**src/rtl/req_pkg.sv**
```systemverilog
// Shared types and defaults for the request initiator and its cycle timer.
package req_pkg;

    typedef enum logic [2:0] {
        IDLE    = 3'd0,
        REQ     = 3'd1,
        HOLD    = 3'd2,
        RELEASE = 3'd3,
        FINISH  = 3'd4
    } state_t;

    localparam int TIMEOUT_CYCLES_DEF = 16;

    // Wide enough for the largest legal timeout (255) and any hold count (15).
    localparam int TIMER_W = 8;

endpackage

```
**src/rtl/req_cycle_timer.sv**
```systemverilog
// Loadable down-counter with a zero flag; shared by the grant-wait timeout and the hold count.
module req_cycle_timer
    import req_pkg::*;
#(
    parameter int W = TIMER_W
) (
    input  logic         clk,
    input  logic         rst,
    input  logic         load,
    input  logic [W-1:0] load_val,
    input  logic         en,
    output logic         zero
);

    logic [W-1:0] cnt;

    // Load wins over enable; the count parks at zero instead of wrapping.
    always_ff @(posedge clk) begin
        if (rst) begin
            cnt <= '0;
        end else if (load) begin
            cnt <= load_val;
        end else if (en && (cnt != '0)) begin
            cnt <= cnt - W'(1);
        end
    end

    assign zero = (cnt == '0);

endmodule

```
**src/rtl/req_initiator.sv**
```systemverilog
// Request/grant initiator: raises req, waits for gnt or a timeout, holds, releases,
// then reports done or timeout for one cycle. All outputs are registers.
module req_initiator
    import req_pkg::*;
#(
    parameter int TIMEOUT_CYCLES = TIMEOUT_CYCLES_DEF,
    parameter int CNT_W          = 8
) (
    input  logic             clk,
    input  logic             rst,
    input  logic             start,
    input  logic [3:0]       hold_cycles,
    input  logic             gnt,
    output logic             req,
    output logic             busy,
    output logic             done,
    output logic             timeout,
    output logic [CNT_W-1:0] grant_count
);

    // Timer counts down to zero, so load one less than the number of wait edges.
    localparam logic [TIMER_W-1:0] TO_LOAD = TIMER_W'(TIMEOUT_CYCLES - 1);
    localparam logic [CNT_W-1:0]   CNT_MAX = {CNT_W{1'b1}};

    state_t             state;
    logic [3:0]         hold_q;
    logic               abort;

    logic               tmr_load;
    logic [TIMER_W-1:0] tmr_val;
    logic               tmr_en;
    logic               tmr_zero;

    always_comb begin
        tmr_load = 1'b0;
        tmr_val  = '0;
        tmr_en   = 1'b0;
        case (state)
            IDLE: begin
                if (start) begin
                    tmr_load = 1'b1;
                    tmr_val  = TO_LOAD;
                end
            end
            REQ: begin
                if (gnt) begin
                    tmr_load = 1'b1;
                    tmr_val  = TIMER_W'(hold_q);
                end else begin
                    tmr_en = 1'b1;
                end
            end
            HOLD:    tmr_en = 1'b1;
            default: ;
        endcase
    end

    req_cycle_timer #(
        .W(TIMER_W)
    ) u_timer (
        .clk      (clk),
        .rst      (rst),
        .load     (tmr_load),
        .load_val (tmr_val),
        .en       (tmr_en),
        .zero     (tmr_zero)
    );

    always_ff @(posedge clk) begin
        if (rst) begin
            state       <= IDLE;
            req         <= 1'b0;
            busy        <= 1'b0;
            done        <= 1'b0;
            timeout     <= 1'b0;
            grant_count <= '0;
            hold_q      <= '0;
            abort       <= 1'b0;
        end else begin
            done    <= 1'b0;
            timeout <= 1'b0;
            case (state)
                IDLE: begin
                    if (start) begin
                        hold_q <= hold_cycles;
                        abort  <= 1'b0;
                        req    <= 1'b1;
                        busy   <= 1'b1;
                        state  <= REQ;
                    end
                end
                REQ: begin
                    // A grant seen on the expiry edge still counts as a grant.
                    if (gnt) begin
                        state <= HOLD;
                        if (grant_count != CNT_MAX) begin
                            grant_count <= grant_count + CNT_W'(1);
                        end
                    end else if (tmr_zero) begin
                        req   <= 1'b0;
                        abort <= 1'b1;
                        state <= RELEASE;
                    end
                end
                HOLD: begin
                    if (tmr_zero) begin
                        req   <= 1'b0;
                        state <= RELEASE;
                    end
                end
                RELEASE: begin
                    if (!gnt) begin
                        state <= FINISH;
                        if (abort) begin
                            timeout <= 1'b1;
                        end else begin
                            done <= 1'b1;
                        end
                    end
                end
                FINISH: begin
                    busy  <= 1'b0;
                    state <= IDLE;
                end
                default: begin
                    req   <= 1'b0;
                    busy  <= 1'b0;
                    state <= IDLE;
                end
            endcase
        end
    end

endmodule

```
**config.mk**
```make
export PLATFORM = sky130hd
export DESIGN_NAME = req_initiator
export DESIGN_NICKNAME = d
export VERILOG_FILES = /design/src/rtl/req_pkg.sv /design/src/rtl/req_cycle_timer.sv /design/src/rtl/req_initiator.sv
export SDC_FILE = /design/constraint.sdc
export NUM_CORES = 1
export LEC_CHECK = 0
export CAP_MARGIN = 20
export CORE_ASPECT_RATIO = 0.6
export CORE_MARGIN = 5
export CORE_UTILIZATION = 30
export CTS_BUF_LIST = sky130_fd_sc_hd__clkbuf_2
export DETAILED_ROUTE_END_ITERATION = 6
export GPL_TIMING_DRIVEN = 0
export HOLD_SLACK_MARGIN = 0.08
export PLACE_DENSITY = 0.47
export SLEW_MARGIN = 25
export SYNTH_ARGS = -nofsm -noshare
export SYNTH_HDL_FRONTEND = slang
export SYNTH_HIERARCHICAL = 1
export SYNTH_SLANG_ARGS = --single-unit
```
**constraint.sdc**
```tcl
create_clock -name clk -period 2.85 [get_ports clk]
set_input_delay 0.57 -clock clk [delete_from_list [all_inputs] [get_ports clk]]
set_output_delay 0.57 -clock clk [all_outputs]
set_load 0.005 [all_outputs]
```
## After elaboration in Yosys (flattened, before gate mapping)

Index checks and enable logic that the tools add are counted.

- Output and inout bits: 12
- Logic and storage cells: 64
- Bits of input ports: 8
- Flip-flop bits (word level): 28

- Bitwise gates (word level): 3
- Equal/unequal tests: 9
- Add/subtract/negate cells: 2
- Mux-type cells: 26
- Reductions and logical operators: 15

Operators with widths:

| operator | number |
|---|---|
| 2-to-1 mux 8 bit | 2 |
| 2-to-1 mux 3 bit | 4 |
| case mux 3 bit (4 select lines) | 1 |
| 2-to-1 mux 1 bit | 11 |
| adder 8 x 1 -> 8 bit, second input constant | 1 |
| zero test 8 bit | 1 |
| 2-to-1 mux 4 bit | 2 |
| inequality test 2 bit, second input constant | 4 |
| inequality test 8 bit, second input constant | 1 |
| case mux 1 bit (2 select lines) | 4 |
| case mux 4 bit (2 select lines) | 1 |
| nonzero test 8 bit | 1 |
| subtractor 8 x 1 -> 8 bit, second input constant | 1 |
| equality test 3 x 2 -> 1 bit, second input constant | 2 |
| AND reduction 2 bit | 3 |
| AND reduction 3 bit | 2 |
| OR reduction 3 bit | 2 |
| case mux 1 bit (4 select lines) | 1 |
| AND reduction 4 bit | 1 |
| nonzero test 2 bit | 2 |
| equality test 3 x 1 -> 1 bit, second input constant | 1 |
| equality test 3 bit, second input constant | 1 |
| zero test 3 bit | 1 |
| inverter 1 bit | 3 |
| 2 further kinds | 2 |

## Logic depth before layout (Yosys ltp)

Gate-level depths: netlist of run 1.

- Depth in word-level cells: 5
- Depth in mapped cells: 8
- Gate-level depth less buffers: 8

## By module

Netlist of run 1, hierarchy kept.

By module, submodules not included:

| module | area each (µm²) | sequential area each (µm²) | instances | cells each |
|---|---|---|---|---|
| req_initiator | 955.9 | 400.4 | 1 | 106 |
| req_cycle_timer | 515.5 | 160.2 | 1 | 59 |

## Worst setup path before layout of run 1

Ideal clock, no wire load.

- Kind: input-to-reg
- Start: in gnt
- End: reg u_timer.cnt[7]
- Setup slack: 0.728 ns
- Stages on the path: 7
- Data arrival time: 1.988 ns
- Path buffers: 0
- Library setup time: 0.134 ns
- Data required time: 2.716 ns
- Path through: nor2_1 -> mux2i_1 -> nor2_1 -> or3b_2 -> nor3_1 -> mux2i_1 -> a211oi_1

- Word-level cells in the longest chain between the ends: 4
- Elaborated cells on any way between the ends: 7
- Classes of those cells: 5 x mux; 2 x reduce/logical

Ends and longest elaborated chain:

| what | line | RTL |
|---|---|---|
| from (decl) | req_initiator.sv:13 | `input logic gnt,` |
| 2-to-1 mux 1 bit | req_initiator.sv:46 | `if (gnt) begin` |
| case mux 1 bit (2 select lines) | req_initiator.sv:38 | `case (state)` |
| named net tmr_en | req_initiator.sv:31 | `logic tmr_en;` |
| logical AND 1 bit | req_cycle_timer.sv:23 | `end else if (en && (cnt != '0)) begin` |
| nonzero test 2 bit (no source line) | - |  |
| to (signal assigned) | req_cycle_timer.sv:22 | `cnt <= load_val;` |
| to (signal assigned) | req_cycle_timer.sv:24 | `cnt <= cnt - W'(1);` |
| to (decl) | req_cycle_timer.sv:15 | `logic [W-1:0] cnt;` |

The timed path passes the listed nets, and every way through them passes these cells.
A chain may end at the register's enable or synchronous reset.

## Final worst setup path of run 1

Same ends and word-level chain as after synthesis.

==> results of run 1 <==
==> critical path: stages <==
cell,delay [ns]
clkdlybuf4s50_1,0.50
nor2_1,0.21
mux2i_1,0.10
nor2_1,0.39
or3b_2,0.52
nor3_1,0.22
mux2i_1,0.11
a211oi_1,0.26
==> sequential cells by signal, indices dropped and copies added, names as in the netlist <==
| name | flops |
|---|---|
| done | 1 |
| hold_q | 4 |
| state | 3 |
| abort | 1 |
| timeout | 1 |
| req | 1 |
| busy | 1 |
| grant_count | 8 |
| u_timer/cnt | 8 |
==> where the power goes <==
part           switching [mW]  leakage (nW)  internal [mW]
Sequential             0.0416         0.229          0.436
Combinational           0.179         0.429          0.157
Clock                   0.118        0.0140         0.0305
Total                   0.339         0.672          0.623
==> final cells by class <==
class,instances,share of cell area
Sequential cell,28,0.318
Buffer,8,0.0291
Timing Repair Buffer,18,0.102
Clock buffer,3,0.00850
Clock inverter,1,0.00213
Inverter,10,0.0234
Multi-Input combinational cell,122,0.473
Tap cell,63,0.0446
==> per-layer routing <==
metal  vias up  track usage  part of all wire  wire length (um)
met5         -            0                 0                 0
met4         0       0.0218            0.0086                28
met3         2       0.0337             0.036               118
met2        18        0.153              0.41              1310
met1       545        0.154              0.55              1780
li1        639            -                 -                 -
==> cells in the mapped netlist, drive strengths merged, types with 2 or more instances <==
cell type and count:
dfxtp 28, nor2 24, a21oi 9, inv 9
mux2i 8, o21ai 7, buf 5, nand2 5
or4 5, a21o 4, nor3 4, o211ai 4
or3 4, xor2 4, a311oi 3, and2 3
clkbuf 3, ha 3, nor3b 3, nor4 3
xnor2 3, a211oi 2, and3 2, nand2b 2
==> worst max-delay path by stage <==
stage | to | cells after the start
final | u_timer/cnt[7] | 8
after global routing | u_timer/cnt[7] | 8
after CTS | u_timer/cnt[1] | 9
after detailed placement | u_timer/cnt[1] | 9
after global placement | u_timer/cnt[1] | 9
after floorplan | u_timer/cnt[7] | 7
==> metrics by stage <==
step	hold WS, ns	worst slack, ns	power [mW]	utilization	area, um^2
2_1_floorplan	0.406	0.728	0.731	-	1480
3_3_place_gp	0.444	-0.225	0.813	0.374	1740
3_5_place_dp	0.444	-0.281	0.819	0.374	1740
4_1_cts	0.473	0.152	0.975	0.378	1760
5_1_grt	0.503	0.162	1.04	0.379	1770
6_report	0.460	0.273	0.963	0.379	1770
==> kinds of logic (layout without fill, tap and decap cells) <==
family / after synthesis / in the layout
buffers and inverters: 18 / 40
and+or+nand+nor: 63 / 63
other: 1 / 4
DFF: 28 / 28
AOI/OAI and AO/OA: 37 / 37
adders and majority gates: 3 / 3
xor gates and xnor gates: 7 / 7
muxes: 8 / 8
==> results.md, run 1 <==
* Placed cells at 249
* RR Startpoint: state[1]
* Die Wd at 100 um
* Vias in the first global route at 1,172
* Final setup viols at 0
* Required @ worst endpoint at 3.16 ns
* Setup Skew at 0.0136 ns
* FF+latch count, synth at 28
* Status: complete, no violations
* Syn_area_per_cell at 8.92 um^2
* Worst-path maximum fanout at 7
* Top cell type's share of synthesized area at 0.381
* Antenna cells at 0
* Post-synth design cell area at 0.00147 mm^2
* Post-synth cell types at 51
* GPL Wtd Cong at 0.812
* Synthesized-area fraction occupied by adder cells at 0.0255
* Synth area leader: dfxtp_1
* Initial antenna violation count at 0
* Worst-Skew Late Latency at 0.37 ns
* Wire per inst at 12.8 um
* Filler Cell Count at 488
* IO Pins at 20
* Post-synthesis sequential area ratio at 0.381
* Die Y at 64.2 um
* Die Area at 0.00645 mm^2
* Number of hold buffers added after cts at 0
* Post-synth top flop: dfxtp_1
* Worst r2r path cells at 8
* PortBufs at 18
* CP endpoint kind: flop
* Initial DRC count at 50
* Worst hold start: abort
* Tightest Pin Transition at 0.851 ns
* Vias per std cell at 4.76
* # rows at 19
* Most common cell after layout, fill and taps aside: dfxtp_1
* Setup TNS at 0 ns
* Share of post-route cells with drive strength above 1 at 0.105
* Hold depth at 1
* Clk pin slew, worst setup/hold paths at 0.27 ns
* CORE AREA at 0.00466 mm^2
* Clock sink total at 28
* Asr flop ratio synth at 0
* Fin crit share at 0.904
* Multi-input logic area at 835 um^2
* GR Util All Layers at 0.106
* Leakage at 0.672 nW
* Fin crit period at 2.58 ns
* Critical Path AT at 2.88 ns
* Ys Warns at 6
* Post-synth EDFFs at 0
* Post-Synthesis Cells at 165
* Commonest non-fill, non-tap cells in the layout: dfxtp_1 (28), nor2_1 (24), clkdlybuf4s50_1 (18)
* Initial Utilization at 0.316
* F_max at 0.388 GHz
* Placed wire-length estimate at 2480 um
* Mux share of post-synthesis cell area at 0.0544
* Post-CTS setup buffers at 0
* Area growth syn-to-layout at 20.0%
* Layout net count at 202
* Post-CTS resize count at 0
* Worst setup path start: gnt
* Clock tree from TritonCTS: built
* Final hold vios at 0
* Vias at 1,204
* CTS Buffer Depth at 2
* TritonRoute pass-1 iters at 4
* Fin cells at 253
* Antenna-violating nets left at 0
* Hold Crit Endpoint: done
* Pwr/cell area at 545 mW/mm^2
* Reg-to-reg slack, setup at 0.48 ns
* RSZ-0062 raised after global routing: no
* First-pass GRT wire length at 5460 um
* Compound-Gate Fraction of Synth Area at 0.195
* Final WL at 3240 um
* RR Endpoint: u_timer/cnt[7]
* Post-synthesis xor/xnor area fraction at 0.0417
* Global route overflow at 0
* Largest family of logic cells by synthesized area: simple AND/OR/NAND/NOR gates
* Num CTS Buffers at 3
* Final Max Slew Viols at 0
* Crit Path Category: in2reg
* Worst vdd ir at 0.000157 V
* Hold Crit Class: reg2reg
* Htree depth at 1
* Relative slew slack at 0.427
* Sequential cell area at 561 um^2
* Top post-synthesis cells by area: dfxtp_1 (38%), nor2_1 (6.1%), mux2i_1 (5.4%), a21oi_1 (3.1%), ha_1 (2.6%)
* Max cap viols at 0
* Root buffer cell: clkbuf_2
* Startpoint Class: input port
* Largest net degree at the start of global routing at 16
* Residual DRC at 0
* Synth Area in Simple Gates at 0.241
Power figures use the tool's default switching activity.
==> run 2: changes to the inputs <==
ABC_CLOCK_PERIOD_IN_PS = 2850   (was default)
==> results of run 2 <==
Final layout, timing and power as in run 1 (identical DEF).
